`config.mk`:
```
export PLATFORM = sky130hd
export DESIGN_NAME = pieo_pre_enq_default
export DESIGN_NICKNAME = d
export VERILOG_FILES = /design/src/rtl/pieo_pre_enq_default.sv
export SDC_FILE = /design/constraint.sdc
export NUM_CORES = 1
export LEC_CHECK = 0
export BUFFER_PORTS_ARGS = -buffer_cell sky130_fd_sc_hd__buf_2
export CAP_MARGIN = 0
export CORE_AREA = 2 2 45 47
export CTS_CLUSTER_DIAMETER = 50
export CTS_CLUSTER_SIZE = 28
export DETAILED_ROUTE_END_ITERATION = 8
export DIE_AREA = 0 0 47 49
export PLACE_DENSITY = 0.71
export SETUP_SLACK_MARGIN = 0.15
export SKIP_LAST_GASP = 1
export SLEW_MARGIN = 0
export SYNTH_ARGS = -nofsm -noshare
export SYNTH_HDL_FRONTEND = slang
export SYNTH_SLANG_ARGS = --single-unit
```
`constraint.sdc`:
```
create_clock -name clk -period 2.4 [get_ports clk]
set_input_delay 0.36 -clock clk [delete_from_list [all_inputs] [get_ports clk]]
set_output_delay 0.36 -clock clk [all_outputs]
set_load 0.005 [all_outputs]
```
`src/rtl/pieo_pre_enq_default.sv`:
```
// Enqueue side of the PIEO scheduler: tracks per-FIFO lifecycle, round-robin picks
// a backlogged FIFO that has no entry in the PIEO, and issues {time, rank, id}.
module pieo_pre_enq_default #(
    parameter int NUM_QUEUES = 3,
    parameter int ID_LOG     = $clog2(NUM_QUEUES),
    parameter int RANK_LOG   = 1,
    parameter int TIME_LOG   = 1,
    localparam int ELEM_W    = ID_LOG + RANK_LOG + TIME_LOG
) (
    input  logic                           clk,
    input  logic                           rst,
    input  logic                           en_in,
    input  logic [NUM_QUEUES-1:0]          fifo_tvalid,
    input  logic [NUM_QUEUES*RANK_LOG-1:0] queue_rank,
    input  logic                           pieo_ready,
    input  logic                           pieo_full,
    output logic                           pieo_enq_trigger,
    output logic [ELEM_W-1:0]              pieo_enq_element,
    input  logic                           pieo_deq_valid,
    input  logic [ELEM_W-1:0]              pieo_deq_element,
    input  logic [NUM_QUEUES-1:0]          pe_tlast,
    input  logic [ID_LOG-1:0]              deq_sel,
    input  logic                           deq_en,
    output logic                           fifos_not_enq_flag
);

    localparam logic [1:0] QS_FREE    = 2'd0;
    localparam logic [1:0] QS_LISTED  = 2'd1;
    localparam logic [1:0] QS_SERVING = 2'd2;

    localparam logic [0:0] ST_IDLE = 1'b0;
    localparam logic [0:0] ST_WAIT = 1'b1;

    logic [NUM_QUEUES-1:0][1:0] qs_q, qs_d;
    logic [0:0]                 state_q, state_d;
    logic [ID_LOG-1:0]          rr_ptr_q, rr_ptr_d;
    logic                       trig_q, trig_d;
    logic [ELEM_W-1:0]          elem_q, elem_d;

    logic [NUM_QUEUES-1:0] eligible;
    logic                  found;
    logic [ID_LOG-1:0]     win;
    logic [RANK_LOG-1:0]   win_rank;
    logic                  fire;
    logic [ID_LOG-1:0]     deq_id;
    logic                  deq_invalid;

    assign deq_id      = pieo_deq_element[ID_LOG-1:0];
    assign deq_invalid = &pieo_deq_element;

    always_comb begin
        eligible = '0;
        for (int q = 0; q < NUM_QUEUES; q++) begin
            eligible[q] = (qs_q[q] == QS_FREE) && fifo_tvalid[q];
        end
    end

    // Two passes give cyclic priority: first the ids at or after rr_ptr, then the wrap.
    always_comb begin
        found    = 1'b0;
        win      = '0;
        win_rank = '0;
        for (int q = 0; q < NUM_QUEUES; q++) begin
            if (!found && eligible[q] && (ID_LOG'(q) >= rr_ptr_q)) begin
                found    = 1'b1;
                win      = ID_LOG'(q);
                win_rank = queue_rank[q*RANK_LOG +: RANK_LOG];
            end
        end
        for (int q = 0; q < NUM_QUEUES; q++) begin
            if (!found && eligible[q]) begin
                found    = 1'b1;
                win      = ID_LOG'(q);
                win_rank = queue_rank[q*RANK_LOG +: RANK_LOG];
            end
        end
    end

    assign fire = (state_q == ST_IDLE) && found && en_in && pieo_ready && !pieo_full;

    always_comb begin
        state_d  = state_q;
        rr_ptr_d = rr_ptr_q;
        trig_d   = 1'b0;
        elem_d   = elem_q;
        if (state_q == ST_IDLE) begin
            if (fire) begin
                state_d  = ST_WAIT;
                trig_d   = 1'b1;
                elem_d   = {{TIME_LOG{1'b0}}, win_rank, win};
                rr_ptr_d = (win == ID_LOG'(NUM_QUEUES - 1)) ? '0 : win + ID_LOG'(1);
            end
        end else begin
            if (pieo_ready) begin
                state_d = ST_IDLE;
            end
        end
    end

    // An enqueue only ever targets a FREE queue, so it never collides with the
    // snoop-driven transitions of LISTED or SERVING queues.
    always_comb begin
        qs_d = qs_q;
        for (int q = 0; q < NUM_QUEUES; q++) begin
            case (qs_q[q])
                QS_FREE: begin
                    if (fire && (win == ID_LOG'(q))) qs_d[q] = QS_LISTED;
                end
                QS_LISTED: begin
                    if (pieo_deq_valid && (deq_id == ID_LOG'(q))) begin
                        qs_d[q] = (!deq_invalid && fifo_tvalid[q]) ? QS_SERVING : QS_FREE;
                    end
                end
                QS_SERVING: begin
                    if (deq_en && (deq_sel == ID_LOG'(q)) && pe_tlast[q]) qs_d[q] = QS_FREE;
                end
                default: qs_d[q] = QS_FREE;
            endcase
        end
    end

    always_ff @(posedge clk) begin
        if (rst) begin
            qs_q     <= '0;
            state_q  <= ST_IDLE;
            rr_ptr_q <= '0;
            trig_q   <= 1'b0;
            elem_q   <= '0;
        end else begin
            qs_q     <= qs_d;
            state_q  <= state_d;
            rr_ptr_q <= rr_ptr_d;
            trig_q   <= trig_d;
            elem_q   <= elem_d;
        end
    end

    assign pieo_enq_trigger   = trig_q;
    assign pieo_enq_element   = elem_q;
    assign fifos_not_enq_flag = (|eligible) || (state_q == ST_WAIT);

endmodule
```
## Word-level counts from Yosys, hierarchy flattened

Index checks and enable logic that the tools add are counted.
Widths: inputs -> output; s select.

| cells by class | value |
|---|---|
| add/subtract/negate cells | 1 |
| multiply operators | 0 |
| div/mod/pow operators | 0 |
| order comparisons | 3 |
| equality and inequality tests | 21 |
| shift-type cells | 0 |
| mux-type cells | 36 |
| bitwise gates (word level) | 1 |
| reductions and logical operators | 51 |

Operators with widths:

| operator | count |
|---|---|
| $mux 2 | 17 |
| $logic_and 1x1->1 | 30 |
| $pmux 2 s3 | 3 |
| $mux 1 | 16 |
| $eq 2x1->1 const B | 6 |
| $eq 2x2->1 const B | 6 |
| $logic_not 2->1 | 6 |
| $ne 2x2->1 const B | 6 |
| $reduce_and 3->1 | 3 |
| $logic_not 1->1 | 7 |
| $ne 2x1->1 const B | 3 |
| $ge 1x2->1 const A | 2 |
| $reduce_and 4->1 | 1 |
| $reduce_or 3->1 | 1 |
| $add 2x1->2 const B | 1 |
| $ge 2x2->1 const A | 1 |
| $reduce_and 2->1 | 1 |
| $reduce_or 2->1 | 1 |
| $logic_or 1x1->1 | 1 |
| $not 1->1 | 1 |

| storage, ports and cells | value |
|---|---|
| bits in registers | 13 |
| latch bits | 0 |
| memory bits (writable) | 0 |
| bits in read-only memories | 0 |
| input port bits | 22 |
| output and inout port bits | 6 |
| logic and storage cells | 120 |
| memories kept | 0 |

## Longest topological paths before layout

Gate-level depths: netlist of the first run.

| depth | value |
|---|---|
| word-level depth | 28 |
| mapped depth | 6 |
| gate-level depth less buffers | 5 |

## Least setup slack after synthesis of the first run

No wires, ideal clock.

| timing path | value |
|---|---|
| path type | in2reg |
| start | in fifo_tvalid[0] |
| end | reg qs_q[0] in the netlist's numbering |
| library setup time | 0.103 ns |
| arrival | 1.692 ns |
| required time | 2.297 ns |
| path slack | 0.605 ns |
| stages | 4 |
| buffers on the path | 1 |
| cell sequence | or3b_1 > buf_2 > or4_4 > a2111oi_2 |

| between the ends | value |
|---|---|
| cells in the longest elaborated chain, start to end | 27 |
| elaborated cells on any way between the ends | 33 |
| those cells by class | eq/ne (1); mux (11); reduce/logical (21) |

RTL lines:

| what | line | source |
|---|---|---|
| start: declaration | 13 | `input logic [NUM_QUEUES-1:0] fifo_tvalid,` |
| $logic_and 1x1->1 (*) | 54 | `eligible[q] = (qs_q[q] == QS_FREE) && fifo_tvalid[q];` |
| $logic_and 1x1->1 | 64 | `if (!found && eligible[q] && (ID_LOG'(q) >= rr_ptr_q)) begin` |
| $mux 1 | 64 |  |
| $logic_not 1->1 | 64 |  |
| $logic_and 1x1->1 (2 in a row) | 64 |  |
| $mux 1 | 64 |  |
| $logic_not 1->1 | 64 |  |
| $logic_and 1x1->1 (2 in a row) | 64 |  |
| [6 not listed] | - |  |
| $mux 1 | 71 | `if (!found && eligible[q]) begin` |
| $logic_not 1->1 | 71 |  |
| $logic_and 1x1->1 | 71 |  |
| $mux 1 | 71 |  |
| $logic_and 1x1->1 (4 in a row) | 79 | `assign fire = (state_q == ST_IDLE) && found && en_in && pieo_ready && !pieo_full;` |
| $logic_and 1x1->1 (*) | 107 | `if (fire && (win == ID_LOG'(q))) qs_d[q] = QS_LISTED;` |
| $ne 2x1->1 (no source line) (*) | - |  |
| $reduce_and 3->1 (no source line) (*) | - |  |
| end signal: assignment | 130 | `qs_q <= qs_d;` |
| end: declaration | 34 | `logic [NUM_QUEUES-1:0][1:0] qs_q, qs_d;` |

Mark *: on every way between the ends. The rest lies on a longest branch, timed or not.
A chain may end at the register's enable or synchronous reset.

## Worst setup path after layout of the first run

| timing path | value |
|---|---|
| start | reg qs_q[1] in the netlist's numbering |
| end | reg qs_q[0] in the netlist's numbering |

| between the ends | value |
|---|---|
| cells in the longest elaborated chain, start to end | 28 |
| elaborated cells on any way between the ends | 39 |
| those cells by class | eq/ne (5); mux (12); reduce/logical (22) |

RTL lines:

| what | line |
|---|---|
| $logic_not 2->1 | 54, 105 |
| $logic_and 1x1->1 | 54 |
| $logic_and 1x1->1 | 64 |
| $mux 1 | 64 |
| $logic_not 1->1 | 64 |
| $logic_and 1x1->1 (2 in a row) | 64 |
| $mux 1 | 64 |
| $logic_not 1->1 | 64 |
| [8 not listed] | - |
| $mux 1 | 71 |
| $logic_not 1->1 | 71 |
| $logic_and 1x1->1 | 71 |
| $mux 1 | 71 |
| $logic_and 1x1->1 (4 in a row) | 79 |
| $logic_and 1x1->1 | 107 |
| $ne 2x1->1 (no source line) | - |
| $reduce_and 3->1 (no source line) | - |

Several ways; a longest one is shown, not always the timed one.

==> impl_metrics.csv, run 1 <==
group,metric,value,unit
yosys,synthFlopType,"dfxtp_1",
global_route,grt_util_met3,5.556,%
drt,ant_nets,0,
run_status,outcome,"finished clean",
yosys,synth_seq_area_share,33.02,%
timing,min_period,1.843,ns
final_layout,most-common-layout-cells,"buf_2, a21oi_1, dfxtp_1, nor2_1, nand2_1",
drt,vias_per_cell,5.451,
global_route,grtUsageTotal,17.19,%
yosys,netlist_instances,102,
timing,max_slew_margin,59.90,%
drt,drtIter0Drc,14,
clocking,clk_latency,0.28,ns
placed_design,port_buffers,26,
worst_setup_path,timing.rr.start,"qs_q[1]$_SDFFE_PP0P_",
worst_setup_path,cp-endpoint,"qs_q[0]$_SDFFE_PP0P_",
clocking,ctsHtreeMaxLevel,1,
global_route,grt_pass1_wl,2.932,mm
clocking,cts_setup_buffers,0,
floorplanning,row_count,16,
timing,fmax,542.7,MHz
timing,finalSetupTns,0,ns
clocking,cts_hold_buf,0,
timing,finalMaxSlewViolations,0,
pwr,ir_drop,0.0003546,V
worst_setup_path,r2r_cells,3,
clocking,post_cts_resized,0,
final_layout,nets,149,
global_route,met2_usage,29.68,%
floorplanning,die_area,2303,µm²
floorplanning,initial_core_util,42.80,%
global_route,grt_max_degree,15,
floorplanning,pin_count,28,
final_layout,final_common_cell,"buf_2",
drt,dr.pass1.iters,4,
worst_setup_path,critPathLaunch,"qs_q[1]$_SDFFE_PP0P_",
yosys,ys_types,36,
worst_setup_path,cp-start-kind,"flop",
final_layout,seq_area,260.3,µm²
timing,hold_viol,0,
final_layout,area_delta_synth_final,20.48,%
worst_setup_path,critPathCaptureType,"flop",
drt,wl_per_cell,12.03,µm
timing,tightest_slew,0.6002,ns
worst_setup_path,path_max_fanout,7,
clocking,clockBufferDepth,2,
drt,drc,0,
final_layout,multi_input_area,484.2,µm²
clocking,path_clk_slew,0.08,ns
timing,period_share,76.78,%
yosys,synth_async_sr_flop_share,0,%
yosys,synth_seq_cells,13,
yosys,synth_area,788.3,µm²
placed_design,place_congestion,0.8028,
hold_path,holdCritPathClass,"input pin to flop",
timing,rsz0062_at_grt,"false",
worst_setup_path,required,2.58,ns
yosys,syn_avg_cell_area,7.728,µm²
worst_setup_path,path_class,"flop to flop",
clocking,root_buffer,"clkbuf_4",
final_layout,n_antenna_cell,0,
drt,wl,1.841,mm
drt,dr_total_vias,834,
clocking,cts_buffers,3,
timing,finClkSkew,0.004193,ns
yosys,synth_edf_count,0,
global_route,first_global_vias,742,
yosys,synth_warnings,0,
clocking,clkSinkCount,13,
global_route,grt_most_used_layer,"met2",
pwr,power.leakage,0.3778,nW
floorplanning,coreArea,1842,µm²
final_layout,n_fill_cell,204,
global_route,antenna_found_initial,0,
clocking,cts_tree,"built",
floorplanning,dieWidth,47,µm
floorplanning,dieHeight,49,µm
worst_setup_path,ff2ff_setup_slack,0.56,ns
final_layout,drive_gt1_share,25.40,%
pwr,power-per-cell-area,459.3,nW/µm²
placed_design,dpl.hpwl,1.402,mm
flow_run,maxCapViolCount,0,
worst_setup_path,arrival,2.03,ns
yosys,syn_nets,124,
global_route,gr-total-overflow,0,
final_layout,fin_util,51.56,%
timing,setup-violations-final,0,
global_route,grt_util_met1,19.68,%
worst_setup_path,reg2reg_to,"qs_q[0]$_SDFFE_PP0P_",
[logic make-up (layout without fill, tap and decap cells)]
family | after synthesis | in the layout | share of synthesized area (%)
compound gates | 30 | 30 | 25.08
other cells | 1 | 1 | 0.4757
buf+inv | 10 | 34 | 5.555
flops | 13 | 13 | 33.02
simple gates | 48 | 48 | 35.87
[routing by layer]
metal / share of wire, % / vias up
li1: - / 424
met1: 45 / 384
met2: 49 / 21
met3: 4.9 / 5
met4: 1.2 / 0
met5: 0 / -
[flip-flops by register name, indices dropped and copies added, names as in the netlist]
name              flops
pieo_enq_trigger      1
rr_ptr_q              2
state_q               1
pieo_enq_element      3
qs_q                  6
[stage by stage]
stage | std cells | cell area [µm²] | worst slack [ns] | power [mW] | hold slack [ns]
2_1_floorplan | 102 | 788.3 | 0.6051 | 0.2723 | 0.4360
3_3_place_gp | 149 | 923.4 | 0.5089 | 0.2996 | 0.4402
3_5_place_dp | 149 | 923.4 | 0.4727 | 0.3014 | 0.4437
4_1_cts | 153 | 949.7 | 0.5628 | 0.4387 | 0.3552
5_1_grt | 153 | 949.7 | 0.4615 | 0.4568 | 0.3797
6_report | 153 | 949.7 | 0.5573 | 0.4361 | 0.3585
[where the power goes]
part | leakage (nW) | switching, mW | internal, mW | total, mW
clock network | 0.0150 | 0.0741 | 0.0646 | 0.139
registers | 0.105 | 0.00512 | 0.220 | 0.225
logic | 0.258 | 0.0381 | 0.0341 | 0.0722
total | 0.378 | 0.117 | 0.319 | 0.436
[worst max-delay path, cell delays in order, from the launching register on]
cell       delay [ns]
dfxtp_1          0.35
or3b_1           0.46
or4_4            0.58
a2111oi_2        0.36
[worst min path at each step]
stage	start	to	slack (ns)	depth (start not counted)
after global routing	fifo_tvalid[0]	qs_q[1]$_SDFFE_PP0P_	0.38	3
after detailed placement	pieo_enq_element[1]$_SDFFE_PP0P_	pieo_enq_element[1]$_SDFFE_PP0P_	0.44	2
final	fifo_tvalid[0]	qs_q[1]$_SDFFE_PP0P_	0.36	3
after floorplan	rst	qs_q[0]$_SDFFE_PP0P_	0.44	1
after CTS	fifo_tvalid[0]	qs_q[1]$_SDFFE_PP0P_	0.36	3
after global placement	pieo_enq_element[0]$_SDFFE_PP0P_	pieo_enq_element[0]$_SDFFE_PP0P_	0.44	2
[area by class of cell]
class,count,share of cell area (%)
flip-flops and latches,13,27.40
well taps,27,3.557
clock buffers,4,2.767
inverters,4,1.581
multi-input cells,79,50.99
repair buffers,26,13.70
[Yosys cell counts, types with 2 or more instances]
master,count,area (µm²)
a21oi_1,13,65.06
dfxtp_1,13,260.3
nor2_1,10,37.54
nand2_1,9,33.78
o21ai_0,5,25.02
inv_1,4,15.01
nand3_1,4,20.02
clkbuf_1,3,11.26
nor2b_1,3,18.77
nor3b_1,3,22.52
a31oi_1,2,12.51
and4b_1,2,20.02
buf_2,2,10.01
nand2b_1,2,12.51
nand3b_1,2,15.01
nand4_1,2,12.51
nor3_1,2,10.01
or3_1,2,12.51
or3b_1,2,17.52
No activity file was read; power rests on OpenSTA's default activity.
==> inputs of run 2 (changes only) <==
Settings changed: CORE_AREA 2 2 45 47 to 2 2 46 48, DIE_AREA 0 0 47 49 to 0 0 48 50.
Clock period 2.4 ns to 1.6 ns, I/O delays scaled along.
==> impl_metrics.csv, run 2 (synthesized netlist as in run 1, its figures left out) <==
group,metric,value,unit
pwr,power.leakage,0.4762,nW
floorplanning,pin_count,28,
floorplanning,row_count,16,
clocking,path_clk_slew,0.08,ns
drt,dr.pass1.iters,4,
final_layout,top_register,"qs_q",
worst_setup_path,path_class,"flop to flop",
worst_setup_path,ff2ff_setup_slack,0.007,ns
clocking,root_buffer,"clkbuf_4",
run_status,outcome,"finished clean",
drt,wl,2.128,mm
clocking,clk_latency,0.28,ns
final_layout,area_delta_synth_final,46.35,%
pwr,power-per-cell-area,605.1,nW/µm²
final_layout,nets,165,
timing,setup-violations-final,0,
global_route,gr-total-overflow,0,
placed_design,dpl.hpwl,1.639,mm
pwr,ir_drop,0.0004899,V
pwr,clkPwrFrac,30.7,%
drt,drc,0,
drt,dr_total_vias,932,
pwr,power,698.0,µW
timing,fin_ws,0.007259,ns
worst_setup_path,path_max_fanout,3,
pwr,p_int,503.4,µW
worst_setup_path,critPathCaptureType,"flop",
clocking,clkSinkCount,13,
floorplanning,die_area,2400,µm²
worst_setup_path,cp-start-kind,"flop",
global_route,antenna_found_initial,0,
placed_design,port_buffers,26,
pwr,seqPwrFrac,47.9,%
global_route,grtUsageTotal,19.47,%
timing,period_share,99.55,%
pwr,combinationalPowerShare,21.3,%
final_layout,drive_gt1_share,46.48,%
placed_design,place_congestion,0.9478,
floorplanning,dieHeight,50,µm
floorplanning,initial_core_util,41.45,%
timing,finalMaxSlewViolations,0,
final_layout,final_common_cell,"buf_2",
hold_path,holdCritPathClass,"input pin to flop",
worst_setup_path,required,1.79,ns
timing,holdWs,0.2320,ns
drt,drtIter0Drc,18,
timing,fmax,627.8,MHz
placed_design,placed_area,1016,µm²
placed_design,place_ws,-0.08204,ns
global_route,grt_max_degree,15,
final_layout,largest_reg_flops,6,
timing,rsz0062_at_grt,"true",
worst_setup_path,arrival,1.78,ns
timing,hold_viol,0,
timing,finalSetupTns,0,ns
clocking,cts_tree,"built",
global_route,first_global_vias,871,
final_layout,n_antenna_cell,0,
drt,ant_nets,0,
clocking,ctsHtreeMaxLevel,1,
timing,min_period,1.593,ns
pwr,swShare,27.88,%
timing,finClkSkew,0.001190,ns
pwr,p_switching,194.6,µW
global_route,grt_pass1_wl,3.387,mm
clocking,cts_buffers,3,
drt,wl_per_cell,12.59,µm
clocking,clockBufferDepth,2,
drt,vias_per_cell,5.515,
final_layout,most-common-layout-cells,"buf_2, buf_4, a21oi_1, nor2_1, dfxtp_1",
clocking,cts_hold_buf,0,
floorplanning,coreArea,1902,µm²
final_layout,final_cell_area,1154,µm²
floorplanning,dieWidth,48,µm
flow_run,maxCapViolCount,0,
[run 2: cell type report]
cell class / count / area [µm²]
Clock buffer: 4 / 26.28
Timing Repair Buffer: 42 / 257.7
Inverter: 4 / 15.01
Fill cell: 158 / 748.2
Multi-Input combinational cell: 79 / 550.5
Sequential cell: 13 / 270.3
Tap cell: 27 / 33.78
[run 2: layer usage]
metal | vias up | track usage (%) | wire [µm]
li1 | 461 | - | -
met2 | 37 | 31.78 | 1040
met4 | 0 | 6.757 | 49
met3 | 6 | 5.495 | 130
met1 | 428 | 23.44 | 907
met5 | - | 0 | 0
[run 2: timing repair]
| item | CTS | global route |
|---|---|---|
| resized for setup | 13 | 9 |
| pin swaps | 2 | 1 |
| setup buffers | 4 | 0 |
| setup endpoints to repair | 9 | 11 |
| hold endpoints to repair | 0 | 0 |
[run 2: metrics by stage]
| stage | cells | util [%] |
|---|---|---|
| after floorplan | 102 | - |
| after global placement | 161 | 53.42 |
| after detailed placement | 161 | 53.42 |
| after CTS | 169 | 58.95 |
| after global routing | 169 | 60.66 |
| final | 169 | 60.66 |
[run 2: worst paths after layout]
kind	end	from	depth (start not counted)
setup / recovery	qs_q[0]$_SDFFE_PP0P_	qs_q[1]$_SDFFE_PP0P_	3
hold / removal	qs_q[1]$_SDFFE_PP0P_	fifo_tvalid[0]	3
setup reg to reg	qs_q[0]$_SDFFE_PP0P_	qs_q[1]$_SDFFE_PP0P_	3
hold reg to reg	pieo_enq_element[1]$_SDFFE_PP0P_	pieo_enq_element[1]$_SDFFE_PP0P_	2
[run 2: power by group through the flow]
stage / clock, mW / sequential, mW / combinational (mW)
finish: 0.214 / 0.335 / 0.149
detailed placement: 0 / 0.343 / 0.128
global route: 0.233 / 0.336 / 0.163
global placement: 0 / 0.343 / 0.125
CTS: 0.216 / 0.334 / 0.142
floorplan: 0 / 0.342 / 0.0717
[run 2: critical path: stages, from the launching register on]
cell	delay [ns]
dfxtp_4	0.36
or3b_4	0.40
or4_4	0.45
a2111oi_4	0.29
